==> src/rtl/mips_lsu_pkg.sv <==
// rtl/mips_lsu_pkg.sv - size encodings and FSM states for the MIPS load/store unit
package mips_lsu_pkg;

    localparam logic [1:0] SZ_BYTE = 2'b00;
    localparam logic [1:0] SZ_HALF = 2'b01;
    localparam logic [1:0] SZ_WORD = 2'b10;

    typedef enum logic [1:0] {
        ST_IDLE,
        ST_READ,
        ST_WRITE,
        ST_RESP
    } lsu_state_e;

endpackage

==> src/rtl/mips_lsu_lane.sv <==
// rtl/mips_lsu_lane.sv - big-endian store lane merge and load extract/extend
module mips_lsu_lane
    import mips_lsu_pkg::*;
(
    input  logic [1:0]  size,
    input  logic [1:0]  offset,
    input  logic        is_unsigned,
    input  logic [31:0] rd_word,
    input  logic [31:0] st_data,
    output logic [31:0] merged_word,
    output logic [31:0] load_word
);

    // Big-endian: offset 0 is the most significant lane, so shift = (3 - offset) lanes.
    logic [4:0]  byte_sh;
    logic [4:0]  half_sh;
    logic [7:0]  ld_byte;
    logic [15:0] ld_half;

    assign byte_sh = {~offset, 3'b000};
    assign half_sh = {~offset[1], 4'b0000};
    assign ld_byte = 8'(rd_word >> byte_sh);
    assign ld_half = 16'(rd_word >> half_sh);

    always_comb begin
        merged_word = st_data;
        load_word   = rd_word;
        case (size)
            SZ_BYTE: begin
                merged_word = (rd_word & ~(32'h0000_00FF << byte_sh))
                            | ({24'h0, st_data[7:0]} << byte_sh);
                load_word   = is_unsigned ? {24'h0, ld_byte} : {{24{ld_byte[7]}}, ld_byte};
            end
            SZ_HALF: begin
                merged_word = (rd_word & ~(32'h0000_FFFF << half_sh))
                            | ({16'h0, st_data[15:0]} << half_sh);
                load_word   = is_unsigned ? {16'h0, ld_half} : {{16{ld_half[15]}}, ld_half};
            end
            default: ;
        endcase
    end

endmodule

==> src/rtl/mips_load_store_unit.sv <==
// rtl/mips_load_store_unit.sv - memory-stage load/store FSM driving a word-addressed data memory
module mips_load_store_unit
    import mips_lsu_pkg::*;
#(
    parameter int MEM_WORDS = 256
) (
    input  logic        clk,
    input  logic        reset,
    input  logic        req_valid,
    output logic        req_ready,
    input  logic        req_write,
    input  logic [1:0]  req_size,
    input  logic        req_unsigned,
    input  logic [31:0] req_addr,
    input  logic [31:0] req_wdata,
    output logic        resp_valid,
    output logic [31:0] resp_rdata,
    output logic        resp_error,
    output logic [31:0] mem_add,
    output logic [31:0] mem_data_write,
    output logic        mem_write,
    input  logic [31:0] mem_data_read
);

    localparam logic [31:0] MEM_WORDS_W = 32'(MEM_WORDS);

    lsu_state_e  state_q, state_d;
    logic        write_q, write_d;
    logic [1:0]  size_q, size_d;
    logic        uns_q, uns_d;
    logic [1:0]  off_q, off_d;
    logic        err_q, err_d;
    logic [31:0] wdata_q, wdata_d;
    logic [31:0] rdata_q, rdata_d;
    logic [31:0] mem_add_q, mem_add_d;
    logic [31:0] mem_wdata_q, mem_wdata_d;
    logic        mem_write_q, mem_write_d;

    logic [31:0] req_index;
    logic        req_err;
    logic        accept;
    logic [31:0] merged_word;
    logic [31:0] load_word;

    assign req_index = {2'b00, req_addr[31:2]};
    assign req_ready = (state_q == ST_IDLE) && !reset;
    assign accept    = req_valid && req_ready;

    always_comb begin
        req_err = 1'b0;
        if (req_size == 2'b11)
            req_err = 1'b1;
        else if (req_size == SZ_HALF && req_addr[0])
            req_err = 1'b1;
        else if (req_size == SZ_WORD && req_addr[1:0] != 2'b00)
            req_err = 1'b1;
        else if (req_index >= MEM_WORDS_W)
            req_err = 1'b1;
    end

    mips_lsu_lane u_lane (
        .size        (size_q),
        .offset      (off_q),
        .is_unsigned (uns_q),
        .rd_word     (mem_data_read),
        .st_data     (wdata_q),
        .merged_word (merged_word),
        .load_word   (load_word)
    );

    always_comb begin
        state_d     = state_q;
        write_d     = write_q;
        size_d      = size_q;
        uns_d       = uns_q;
        off_d       = off_q;
        err_d       = err_q;
        wdata_d     = wdata_q;
        rdata_d     = rdata_q;
        mem_add_d   = mem_add_q;
        mem_wdata_d = mem_wdata_q;
        mem_write_d = 1'b0;
        case (state_q)
            ST_IDLE: begin
                if (accept) begin
                    write_d = req_write;
                    size_d  = req_size;
                    uns_d   = req_unsigned;
                    off_d   = req_addr[1:0];
                    err_d   = req_err;
                    wdata_d = req_wdata;
                    rdata_d = 32'h0;
                    if (req_err) begin
                        state_d = ST_RESP;
                    end else begin
                        mem_add_d = req_index;
                        if (req_write && req_size == SZ_WORD) begin
                            mem_wdata_d = req_wdata;
                            mem_write_d = 1'b1;
                            state_d     = ST_WRITE;
                        end else begin
                            state_d = ST_READ;
                        end
                    end
                end
            end
            ST_READ: begin
                // Sub-word stores read-modify-write; the merged word is held until RESP ends.
                if (write_q) begin
                    mem_wdata_d = merged_word;
                    mem_write_d = 1'b1;
                    state_d     = ST_WRITE;
                end else begin
                    rdata_d = load_word;
                    state_d = ST_RESP;
                end
            end
            ST_WRITE: state_d = ST_RESP;
            ST_RESP:  state_d = ST_IDLE;
            default:  state_d = ST_IDLE;
        endcase
    end

    always_ff @(posedge clk) begin
        if (reset) begin
            state_q     <= ST_IDLE;
            write_q     <= 1'b0;
            size_q      <= SZ_BYTE;
            uns_q       <= 1'b0;
            off_q       <= 2'b00;
            err_q       <= 1'b0;
            wdata_q     <= 32'h0;
            rdata_q     <= 32'h0;
            mem_add_q   <= 32'h0;
            mem_wdata_q <= 32'h0;
            mem_write_q <= 1'b0;
        end else begin
            state_q     <= state_d;
            write_q     <= write_d;
            size_q      <= size_d;
            uns_q       <= uns_d;
            off_q       <= off_d;
            err_q       <= err_d;
            wdata_q     <= wdata_d;
            rdata_q     <= rdata_d;
            mem_add_q   <= mem_add_d;
            mem_wdata_q <= mem_wdata_d;
            mem_write_q <= mem_write_d;
        end
    end

    assign resp_valid     = (state_q == ST_RESP);
    assign resp_error     = resp_valid && err_q;
    assign resp_rdata     = resp_valid ? rdata_q : 32'h0;
    assign mem_add        = mem_add_q;
    assign mem_data_write = mem_wdata_q;
    assign mem_write      = mem_write_q;

endmodule
==> config.mk <==
export PLATFORM = sky130hd
export DESIGN_NAME = mips_load_store_unit
export DESIGN_NICKNAME = d
export VERILOG_FILES = /design/src/rtl/mips_lsu_pkg.sv /design/src/rtl/mips_lsu_lane.sv /design/src/rtl/mips_load_store_unit.sv
export SDC_FILE = /design/constraint.sdc
export NUM_CORES = 1
export LEC_CHECK = 0
export BUFFER_PORTS_ARGS = -buffer_cell sky130_fd_sc_hd__buf_4
export CAP_MARGIN = 20
export CORE_UTILIZATION = 43
export CTS_BUF_LIST = sky130_fd_sc_hd__clkbuf_4 sky130_fd_sc_hd__clkbuf_8 sky130_fd_sc_hd__clkbuf_16
export CTS_CLUSTER_DIAMETER = 60
export DETAILED_ROUTE_END_ITERATION = 10
export PLACE_DENSITY = 0.68
export SYNTH_ARGS = -nofsm -noshare
export SYNTH_HDL_FRONTEND = slang
export SYNTH_SLANG_ARGS = --single-unit
==> constraint.sdc <==
create_clock -name clk -period 5.55 [get_ports clk]
set_input_delay 0.2775 -clock clk [delete_from_list [all_inputs] [get_ports clk]]
set_output_delay 0.2775 -clock clk [all_outputs]
set_load 0.05 [all_outputs]
==> reports/metrics.cfg <==
[route]
drc=0
ant_nets=0
num_vias=6652
wire_per_inst_um=18.09
dr.pass1.iters=5
routed_via_density=5.475
wirelength_um=21980
drt_iter0_drc=579

[cts]
cts_setup_buffers=0
ctsHtreeMaxLevel=4
ctsHoldBuffers=0
tritoncts=yes
ctsLongestPathBuffers=2
clk_pin_slew_ps=60
cts_resized=0
clk_latency_ps=430
numClockSinks=136
cts-root-buf=clkbuf_16
numCtsBuffers=17

[job]
max_cap_violations=0

[timing]
tightest_slew_ps=1098
tns_ps=0
finalHoldViolCount=0
slew_headroom_pct=26.68
report.final.slew_viol_count=0
min_period_ps=3278
final-setup-viol-count=0
post-route-period-util_pct=59.06
worst_slack_ps=2272
skew_ps=10.78
fmax_ghz=0.3051
rsz0062_at_grt=false

[placed_design]
hpwl_um=15450
routabilityCongestion=0.8295
dp_slack_ps=2302
port_buffers=200

[global_route]
grt_max_degree=89
grt_antenna_before_repair=0
overflow=0
grt_pass1_wl_um=33180
grt_use_total_pct=25.95
grt_pass1_vias=6131

[synth]
yosys-top-cells-area=dfxtp_1, nand2_1, mux2i_1, and2_1, nand2b_1
synth.distinct_cells=48
ys_seq_elements=136
synth_edf_count=0
synth_top_cell_area_share_pct=38.73
post_synth_inst_count=829
synth-async-reset-ratio_pct=0
synth_area_leader_cell=dfxtp_1
ys.flop_type=dfxtp_1
synth_most_common_cell=dfxtp_1
syn_area_per_cell_um2=8.481
yosys_warnings=0
yosysSeqAreaShare_pct=38.73
synth_area_um2=7030
synth_common_cells=dfxtp_1, nand2_1, nor2_1, and2_1, mux2i_1

[die]
die_h_um=129.9
start_util_pct=44.10
core.rowCount=46
core_um2=15940
design.die.area_um2=16860
io_pins=203
die_w_um=129.9

[power_and_ir_drop]
power_frac_comb_pct=28.6
ir_worst_vdd_v=0.0002271
pwr-share-seq_pct=34.9
power.clock.fraction_pct=36.6
power_leakage_nw=4.163
internal-power_mw=2.243
p_sw_mw=1.159
swShare_pct=34.06
power.density_nw_per_um2=369.7

[critical_path]
endpoint_kind=register
cp.arrival_ps=3560
startpoint_type=register
cp_data_required_time_ps=5840
crit_fanout=41
critPathKind=register to register

[cells_and_area]
drive_gt1_share_pct=26.83
antennaDiodeCount=0
nets=1093
syn2layout_area_growth_pct=30.88
fill_cells=1464

[min_path]
hp-class=input port to register

[status]
status=complete, no violations

==> critical path, cell delays in order, from the launching register on <==
cell and delay (ps):
dfxtp_1 340, inv_1 80, ha_1 280, nor2b_1 290, nand2_2 550, nor4_4 920, a31oi_4 140, buf_4 330
mux2i_1 180
==> metrics by stage <==
| stage | util [%] | instance area (µm²) | std cells | hold slack [ps] | power [mW] |
|---|---|---|---|---|---|
| floorplan | - | 7034 | 830 | 376.5 | 1.863 |
| global placement | 53.56 | 8538 | 1181 | 440.8 | 2.136 |
| detailed placement | 53.56 | 8538 | 1181 | 444.4 | 2.146 |
| CTS | 57.62 | 9186 | 1213 | 30.45 | 3.395 |
| global route | 57.71 | 9201 | 1215 | 42.43 | 3.551 |
| finish | 57.71 | 9201 | 1215 | 44.48 | 3.402 |
==> cell families after synthesis <==
group / count (synthesis) / synth area share, %
and+or+nand+nor: 379 / 27.64
AOI/OAI and AO/OA: 158 / 17.97
DFF: 136 / 38.73
buffers and inverters: 87 / 5.517
muxes: 64 / 9.379
adders and majority gates: 4 / 0.7119
other: 1 / 0.05334
==> power groups by stage <==
stage	combinational (mW)	clock, mW	sequential, mW
4_1_cts	0.952	1.26	1.18
2_1_floorplan	0.708	0	1.16
5_1_grt	1.06	1.30	1.19
3_5_place_dp	0.946	0	1.20
3_3_place_gp	0.937	0	1.20
6_report	0.972	1.24	1.19
==> routing by layer <==
layer | GRT usage, % | wire length [µm]
met5 | 0 | 0
met4 | 6.908 | 232
met3 | 7.462 | 1914
met2 | 42.25 | 10350
met1 | 33.59 | 9482
==> final timing paths <==
| kind | start | end | slack (ps) | cells past startpoint |
|---|---|---|---|---|
| worst max-delay path | state_q[0] | mem_data_write[0] | 2270 | 8 |
| worst min-delay path | req_unsigned | uns_q | 40 | 3 |
| worst max register to register | state_q[0] | mem_data_write[0] | 2270 | 8 |
| worst min register to register | rdata_q[6] | rdata_q[6] | 460 | 2 |
==> cell type report <==
type	count	area, µm²	share of cell area [%]
Tap cell	216	270.3	2.937
Inverter	14	52.55	0.5711
Clock buffer	19	446.7	4.854
Sequential cell	136	2723	29.59
Clock inverter	13	201.4	2.189
Multi-Input combinational cell	607	3931	42.73
Timing Repair Buffer	210	1577	17.13
==> flip-flops by register name, summed over array words and instances, names as in the netlist, 2 cells and up <==
register        cells
mem_data_write     32
rdata_q            32
wdata_q            32
mem_add            30
off_q               2
size_q              2
state_q             2
==> cells in the final DEF, fill, tap and decap left out, types with 6 or more instances in the layout <==
master     synthesis  routed
buf_4              2     210
nor2_1            69      69
nand3b_1          37      37
nand3_1            9       9
a22o_1            18      18
clkbuf_16          0      17
nand2b_1          45      45
o21ai_0           21      21
inv_1             13      13
and2_1            63      63
a311o_1           24      24
mux2_2            15      15
nand2_1          135     134
o22ai_1            6       6
o2bb2ai_1          8       8
dfxtp_1          136     136
a32oi_1           15      15
a211o_1            8       8
a21boi_0           8       8
mux2i_1           49      49
a22oi_1            6       6
a21oi_1            9       9
a221oi_1          24      24
Note: power is estimated with default switching activity, not from simulation.
